## config.mk

```make
export PLATFORM = sky130hd
export DESIGN_NAME = adder_share_arbiter_flat
export DESIGN_NICKNAME = d
export VERILOG_FILES = /design/src/rtl/adder_share_arbiter_if.sv /design/src/rtl/adder_share_arbiter.sv /design/src/flat_wrapper.sv
export SDC_FILE = /design/constraint.sdc
export NUM_CORES = 1
export LEC_CHECK = 0
export CORE_AREA = 2 2 303 305
export CTS_CLUSTER_SIZE = 30
export DETAILED_ROUTE_END_ITERATION = 7
export DIE_AREA = 0 0 305 307
export PLACE_DENSITY = 0.4
export SLEW_MARGIN = 15
export SYNTH_ARGS = -nofsm -noshare
export SYNTH_HDL_FRONTEND = slang
export SYNTH_SLANG_ARGS = --single-unit
```

## constraint.sdc

```tcl
create_clock -name clk -period 3.5 [get_ports clk]
set_input_delay 0.525 -clock clk [delete_from_list [all_inputs] [get_ports clk]]
set_output_delay 0.525 -clock clk [all_outputs]
set_load 0.005 [all_outputs]
```

## src/rtl/adder_share_arbiter_if.sv

```systemverilog
// Requester/adder-side bundle for adder_share_arbiter; ovf only exists when ADDER_ARB_OVF_EN is defined.
// master = requesters plus the external adder, slave = the arbiter.
interface adder_share_arbiter_if #(
    parameter int NUM_REQ = 4,
    parameter int WIDTH   = 64
);
    logic [NUM_REQ-1:0]       req;
    logic [NUM_REQ*WIDTH-1:0] req_a;
    logic [NUM_REQ*WIDTH-1:0] req_b;
    logic [NUM_REQ-1:0]       gnt;
    logic [NUM_REQ-1:0]       done;
    logic [WIDTH-1:0]         result;
    logic                     busy;
    logic [WIDTH-1:0]         add_a;
    logic [WIDTH-1:0]         add_b;
    logic [WIDTH-1:0]         add_out;
`ifdef ADDER_ARB_OVF_EN
    logic                     ovf;

    modport master (
        output req, req_a, req_b, add_out,
        input  gnt, done, result, busy, add_a, add_b, ovf
    );
    modport slave (
        input  req, req_a, req_b, add_out,
        output gnt, done, result, busy, add_a, add_b, ovf
    );
`else
    modport master (
        output req, req_a, req_b, add_out,
        input  gnt, done, result, busy, add_a, add_b
    );
    modport slave (
        input  req, req_a, req_b, add_out,
        output gnt, done, result, busy, add_a, add_b
    );
`endif
endinterface

```

## src/rtl/adder_share_arbiter.sv

```systemverilog
// Round-robin share of one external ripple adder; grant->done = SETTLE_CYCLES clocks, requests wait while busy.
// Optional signed-overflow flag (ovf) is built when ADDER_ARB_OVF_EN is defined.
module adder_share_arbiter #(
    parameter int NUM_REQ       = 4,
    parameter int WIDTH         = 64,
    parameter int SETTLE_CYCLES = 4
) (
    input  logic                 clk,
    input  logic                 reset,
    adder_share_arbiter_if.slave bus
);
    localparam int IW = (NUM_REQ > 1) ? $clog2(NUM_REQ) : 1;
    localparam int CW = $clog2(SETTLE_CYCLES + 1);

    typedef enum logic [1:0] {IDLE, SETTLE, DONE} state_t;

    state_t             state_q, state_d;
    logic [NUM_REQ-1:0] gnt_q, gnt_d;
    logic [NUM_REQ-1:0] done_q, done_d;
    logic [WIDTH-1:0]   result_q, result_d;
    logic [WIDTH-1:0]   add_a_q, add_a_d;
    logic [WIDTH-1:0]   add_b_q, add_b_d;
    logic [IW-1:0]      rr_q, rr_d;
    logic [IW-1:0]      gidx_q, gidx_d;
    logic [CW-1:0]      cnt_q, cnt_d;
`ifdef ADDER_ARB_OVF_EN
    logic               ovf_q, ovf_d;
`endif

    logic               pick_vld;
    logic [IW-1:0]      pick_idx;

    // Scan downward so the lowest offset from the rr pointer is the last to win.
    always_comb begin
        pick_vld = 1'b0;
        pick_idx = '0;
        for (int k = NUM_REQ - 1; k >= 0; k--) begin
            if (bus.req[(int'(rr_q) + k) % NUM_REQ]) begin
                pick_vld = 1'b1;
                pick_idx = IW'((int'(rr_q) + k) % NUM_REQ);
            end
        end
    end

    always_comb begin
        state_d  = state_q;
        gnt_d    = gnt_q;
        done_d   = '0;
        result_d = result_q;
        add_a_d  = add_a_q;
        add_b_d  = add_b_q;
        rr_d     = rr_q;
        gidx_d   = gidx_q;
        cnt_d    = cnt_q;
`ifdef ADDER_ARB_OVF_EN
        ovf_d    = ovf_q;
`endif
        case (state_q)
            IDLE: begin
                if (pick_vld) begin
                    add_a_d         = bus.req_a[int'(pick_idx)*WIDTH +: WIDTH];
                    add_b_d         = bus.req_b[int'(pick_idx)*WIDTH +: WIDTH];
                    gnt_d           = '0;
                    gnt_d[pick_idx] = 1'b1;
                    gidx_d          = pick_idx;
                    cnt_d           = CW'(SETTLE_CYCLES - 1);
                    state_d         = SETTLE;
                end
            end
            SETTLE: begin
                if (cnt_q == '0) begin
                    result_d = bus.add_out;
                    done_d   = gnt_q;
`ifdef ADDER_ARB_OVF_EN
                    ovf_d    = (add_a_q[WIDTH-1] == add_b_q[WIDTH-1]) &&
                               (bus.add_out[WIDTH-1] != add_a_q[WIDTH-1]);
`endif
                    state_d  = DONE;
                end else begin
                    cnt_d = cnt_q - CW'(1);
                end
            end
            DONE: begin
                gnt_d   = '0;
                rr_d    = (gidx_q == IW'(NUM_REQ - 1)) ? '0 : gidx_q + IW'(1);
                state_d = IDLE;
            end
            default: state_d = IDLE;
        endcase
    end

    // Adder operands are never cleared outside reset so the ripple never sees a glitch.
    always_ff @(posedge clk) begin
        if (!reset) begin
            state_q  <= IDLE;
            gnt_q    <= '0;
            done_q   <= '0;
            result_q <= '0;
            add_a_q  <= '0;
            add_b_q  <= '0;
            rr_q     <= '0;
            gidx_q   <= '0;
            cnt_q    <= '0;
`ifdef ADDER_ARB_OVF_EN
            ovf_q    <= 1'b0;
`endif
        end else begin
            state_q  <= state_d;
            gnt_q    <= gnt_d;
            done_q   <= done_d;
            result_q <= result_d;
            add_a_q  <= add_a_d;
            add_b_q  <= add_b_d;
            rr_q     <= rr_d;
            gidx_q   <= gidx_d;
            cnt_q    <= cnt_d;
`ifdef ADDER_ARB_OVF_EN
            ovf_q    <= ovf_d;
`endif
        end
    end

    assign bus.gnt    = gnt_q;
    assign bus.done   = done_q;
    assign bus.result = result_q;
    assign bus.busy   = (state_q != IDLE);
    assign bus.add_a  = add_a_q;
    assign bus.add_b  = add_b_q;
`ifdef ADDER_ARB_OVF_EN
    assign bus.ovf    = ovf_q;
`endif
endmodule

```

## src/flat_wrapper.sv

```systemverilog
// flat-port wrapper written by rule: the top's interface ports become plain ports
module adder_share_arbiter_flat 
#(
    parameter int NUM_REQ       = 4,
    parameter int WIDTH         = 64,
    parameter int SETTLE_CYCLES = 4
)
  (clk, reset, bus_req, bus_req_a, bus_req_b, bus_add_out, bus_gnt, bus_done, bus_result, bus_busy, bus_add_a, bus_add_b);
  adder_share_arbiter_if #(.NUM_REQ(NUM_REQ), .WIDTH(WIDTH)) bus_i ();
  input  logic clk;
  input  logic reset;
  input wire logic [$bits(bus_i.req)-1:0] bus_req;
  input wire logic [$bits(bus_i.req_a)-1:0] bus_req_a;
  input wire logic [$bits(bus_i.req_b)-1:0] bus_req_b;
  input wire logic [$bits(bus_i.add_out)-1:0] bus_add_out;
  output wire logic [$bits(bus_i.gnt)-1:0] bus_gnt;
  output wire logic [$bits(bus_i.done)-1:0] bus_done;
  output wire logic [$bits(bus_i.result)-1:0] bus_result;
  output wire logic [$bits(bus_i.busy)-1:0] bus_busy;
  output wire logic [$bits(bus_i.add_a)-1:0] bus_add_a;
  output wire logic [$bits(bus_i.add_b)-1:0] bus_add_b;
  assign bus_i.req = bus_req;
  assign bus_i.req_a = bus_req_a;
  assign bus_i.req_b = bus_req_b;
  assign bus_i.add_out = bus_add_out;
  assign bus_gnt = bus_i.gnt;
  assign bus_done = bus_i.done;
  assign bus_result = bus_i.result;
  assign bus_busy = bus_i.busy;
  assign bus_add_a = bus_i.add_a;
  assign bus_add_b = bus_i.add_b;
  adder_share_arbiter #(.NUM_REQ(NUM_REQ), .WIDTH(WIDTH), .SETTLE_CYCLES(SETTLE_CYCLES)) u_core (.clk(clk), .reset(reset), .bus(bus_i));
endmodule
```

==> impl_metrics.tcl <==
set metrics [dict create \
    status "finished clean" \
    ys_top_cells_by_count "nand2_1 (261), o21ai_0 (259), a211oi_1 (258)" \
    cts_setup_buffers 0 \
    die_width_microns 305 \
    drive_gt1_frac 0.0529 \
    grt_pass1_vias 16900 \
    synth_cell_types 41 \
    crit_path_start_kind "flop" \
    slew_viol_final 0 \
    setup_viol 0 \
    syn_inst 1727 \
    required_ns 2.97 \
    wl_per_cell_microns 24.1 \
    synth-seq-area-share 0.339 \
    worstRegToRegCells 5 \
    vias 16800 \
    synth_top_area_share 0.339 \
    synth_fp_nets 2312 \
    cts-root-buf "clkbuf_16" \
    gp_congestion 0.858 \
    vias_per_cell 4.68 \
    numCtsBuffers 31 \
    r2r-start "u_core.rr_q[1]$_SDFFE_PN0P_" \
    fmax_mhz 425 \
    powerDensity_nw_per_um2 410 \
    r2r_end "u_core.bus.add_a[7]$_SDFFE_PN0P_" \
    holdPathStages 4 \
    postRouteAntennaNets 0 \
    final-hold-violation-count 0 \
    arrival_ns 1.83 \
    synth_edf_count 0 \
    cts.clk_slew.worst_paths_ns 0.06 \
    power_leakage_uw 0.00790 \
    htreeDepth 1 \
    postCtsHoldBufs 0 \
    path_class "reg2out" \
    hold_start "bus_req[2]" \
    area_growth_pct 82.3 \
    yosys.area.top_type "dfxtp_1" \
    cts_sinks 209 \
    drc 0 \
    end_kind "output port" \
    synth_area_sq_um 12300 \
    finalCritPeriodShare 0.672 \
    drt_iter0_markers 1176 \
    async_flop_share 0 \
    grt_usage 0.174 \
    grt_pass1_wl_microns 123000 \
    slew_headroom 0.513 \
    synth_area_leaders "dfxtp_1 (34%), a211oi_1 (16%), o21ai_0 (11%)" \
    hpwl_microns 61200 \
    dieArea_sq_um 93600 \
    antenna_found_initial 25 \
    dieHeight_microns 307 \
    fin_nets 2962 \
    maxCapViolCount 0 \
    overflow 0 \
    cts_buffer_depth 3 \
    wl_microns 86800 \
    timing.setup.tns_ns 0 \
    place.port_buffers 782 \
    cts_tree "done" \
    core_sq_um 90700 \
    worstHoldEndpoint "u_core.gidx_q[1]$_SDFFE_PN0P_" \
    insertion_delay_ns 0.61 \
    peakVddDrop_mv 0.386 \
    rows 111 \
    rsz0062_at_grt "no" \
    yosysWarnings 0 \
    min_period_ns 2.35 \
    min_path_type "in2reg" \
    ys_ff_latch 209 \
    yosysMostFrequentCell "nand2_1" \
    worst_slew_pin_slew_ns 0.731 \
    grt_max_degree 116 \
    io_pins 783 \
    worst-path-max-fanout 5 \
    reg2reg_slack_ns 1.18 \
    synth_top_flop_cell "dfxtp_1" \
    drt-pass1-iter-count 5 \
    fin_util 0.248 \
    fin_skew_ns 0.0133 \
    syn_avg_cell_area_sq_um 7.15 \
    start_util 0.136 \
    ctsResizeCount 0 \
]
## metrics by stage
stage               hold slack [ns]  std cells  area (sq um)  worst slack [ns]  total power [uW]
floorplan                     0.440       1727         12300              1.68              4070
global placement              0.441       3530         21500             0.587              6060
detailed placement            0.448       3530         21500             0.589              6050
CTS                           0.372       3585         22500              1.05              9420
global route                  0.429       3598         22500              1.02              9730
finish                        0.428       3600         22500              1.15              9230
## metal layers
metal / share of wire / up-vias / track usage
li1: - / 7752 / -
met1: 0.40 / 8133 / 0.209
met2: 0.49 / 795 / 0.300
met3: 0.083 / 144 / 0.0487
met4: 0.029 / 18 / 0.0547
met5: 0.0014 / - / 0
## placed cells by master (no fill, tap or decap), types with 31 or more instances in the layout
master / count
and3_1: 132
a21oi_1: 74
buf_4: 45
a31oi_1: 128
clkbuf_16: 31
a211oi_1: 258
nand2_1: 261
dfxtp_1: 209
nand3_1: 133
clkdlybuf4s50_1: 778
o21ai_0: 259
## power by group
part	leakage [uW]	internal, uW	switching (uW)
combinational	0.00568	1580	1510
sequential	0.00172	2700	193
clock	0.000494	1890	1360
## how the worst max path moves through the flow
stage | from | to | slack, ns | depth (start not counted)
5_1_grt | u_core.state_q[1]$_SDFFE_PN0P_ | bus_busy | 1.02 | 2
2_1_floorplan | bus_req[3] | u_core.bus.add_a[0]$_SDFFE_PN0P_ | 1.68 | 7
3_3_place_gp | bus_req[0] | u_core.bus.add_a[7]$_SDFFE_PN0P_ | 0.59 | 6
4_1_cts | u_core.state_q[1]$_SDFFE_PN0P_ | bus_busy | 1.05 | 2
3_5_place_dp | bus_req[0] | u_core.bus.add_a[7]$_SDFFE_PN0P_ | 0.59 | 6
6_report | u_core.state_q[1]$_SDFFE_PN0P_ | bus_busy | 1.15 | 2
## flip-flops by register name (all words and copies together), names as in the netlist
signal	cells
u_core.gidx_q	2
u_core.bus.add_b	64
u_core.state_q	2
u_core.bus.add_a	64
u_core.bus.gnt	4
u_core.bus.done	4
u_core.cnt_q	3
u_core.bus.result	64
u_core.rr_q	2
## cell families after synthesis
logic type      Yosys count  share of synthesized area
mux                       1                   0.000811
flops                   209                      0.339
buf+inv                 233                     0.0798
compound gates          729                      0.364
simple gates            552                      0.214
fa+ha+maj                 3                    0.00304
## worst max-delay path, cell delays in order (launching register included)
cell and delay, ns:
dfxtp_1 0.36, or2_1 0.26, clkdlybuf4s50_1 0.59
## final cells by class
class	count	area, sq um
multi-input combinational	1285	7240
sequential	209	4180
clock inverter	12	133
timing repair buffer	843	8520
antenna	15	37.5
inverter	7	28.8
tap	1186	1480
clock buffer	43	881
fill	9906	68200
No activity file was read; power rests on OpenSTA's default activity.
==> RTL edit: new RTL, config.mk and constraints unchanged <==
`SETTLE_CYCLES` is set to 4 in 2 places; all go to 16.
--- a/src/rtl/adder_share_arbiter.sv
+++ b/src/rtl/adder_share_arbiter.sv
@@ -3,7 +3,7 @@
 module adder_share_arbiter #(
     parameter int NUM_REQ       = 4,
     parameter int WIDTH         = 64,
-    parameter int SETTLE_CYCLES = 4
+    parameter int SETTLE_CYCLES = 16
 ) (
     input  logic                 clk,
     input  logic                 reset,
--- a/src/flat_wrapper.sv
+++ b/src/flat_wrapper.sv
@@ -3,7 +3,7 @@
 #(
     parameter int NUM_REQ       = 4,
     parameter int WIDTH         = 64,
-    parameter int SETTLE_CYCLES = 4
+    parameter int SETTLE_CYCLES = 16
 )
   (clk, reset, bus_req, bus_req_a, bus_req_b, bus_add_out, bus_gnt, bus_done, bus_result, bus_busy, bus_add_a, bus_add_b);
   adder_share_arbiter_if #(.NUM_REQ(NUM_REQ), .WIDTH(WIDTH)) bus_i ();
Behaviour: no difference found for any inputs over 4 cycles, from zero or initial values and one cycle with reset low; that may be too few to reach the edited logic, so the function may still have changed.
==> RTL edit against the original RTL <==
Routed wire length down 21%; area after synthesis shrank 22%; clock skew rose by 0.011 ns; clock power down 7.7%; non-clock buffer count fell by 38; final area fell by 13%; die area unchanged; sequential cell count up 2; fmax is 9.7% lower; core utilization down 3.2 points; worst setup slack lost 0.25 ns; power fell by 13%; sequential share of layout area increased by 3.0 points; largest power group unchanged.
==> RTL edit: results (changes against the original RTL) <==
stage;metric;value;unit;change
clock_tree;Num CTS Buffers;29;;-6.5%
sta;Fin Clk Skew;0.0245;ns;+0.0112 ns
routing;TritonRoute pass-1 iters;8;;+3
worst_setup_path;CP arrival;3.12;ns;+1.29 ns
worst_setup_path;CP max stage delay;0.62;ns;+0.03 ns
synth;distinct cell type count after synthesis;34;;-17%
placed_design;Placer Congestion;0.845;;-1.5%
hold_path;Hold Path Cell Cnt;2;;-2
power;switching pwr;2.39;mW;-22%
hold_path;hold path start;reset;;
placed_design;HPWL Detailed;51900;um;-15%
worst_setup_path;worst setup path start;bus_req[2];;
worst_setup_path;Worst R2R End;u_core.bus.add_b[24];;
final_layout;fin nets;2430;;-18%
global_routing;M3 GR Usage;5.87;%;+1.0 points
synth;sequential area share after synthesis;44.1;%;+10 points
hold_path;Worst Hold Endpoint;u_core.cnt_q[1];;
global_routing;first-pass GRT wire length;95000;um;-23%
global_routing;number of global-route vias before repair;12941;;-24%
placed_design;Post-Place Cells;3001;;-15%
synth;Synth area leaders;dfxtp_1 44%, a21oi_1 14%, a222oi_1 13%, o21ai_0 7.0%, nand2_1 5.3%;;
worst_setup_path;reg-to-reg setup timing slack;0.97;ns;-0.21 ns
synth;most frequent cells after synthesis;267 x a21oi_1, 211 x dfxtp_1, 136 x nand2_1, 134 x o21ai_0, 128 x a222oi_1;;
worst_setup_path;Crit Path Class;in2reg;;
run_status;outcome;complete, no violations;;
worst_setup_path;CP max FO;62;;+57
RTL edit: cell families (layout without fill, tap and decap cells):
family | count (synthesis) | count (layout) | synth area share [%]
other | 0 | 3 | 0
and+or+nand+nor | 178 | 178 | 8.10
buffers and inverters | 133 | 863 | 6.44
DFF | 211 | 211 | 44.1
adders and majority gates | 2 | 2 | 0.261
AOI/OAI and AO/OA | 612 | 612 | 41.0
muxes | 1 | 1 | 0.104
RTL edit: layout make-up:
cell class                 count  area (um^2)
timing repair buffer         805         8130
inverter                       6         22.5
sequential                   211         4220
multi-input combinational    793         4790
clock inverter                 8         73.8
clock buffer                  44          862
fill                        9933        71100
antenna                        3         7.51
tap                         1186         1480
RTL edit: metal layers:
metal | vias up | part of all wire (%)
met5 | - | 0.20
met4 | 24 | 4.3
met3 | 116 | 11
met2 | 661 | 47
met1 | 5940 | 37
li1 | 5778 | -
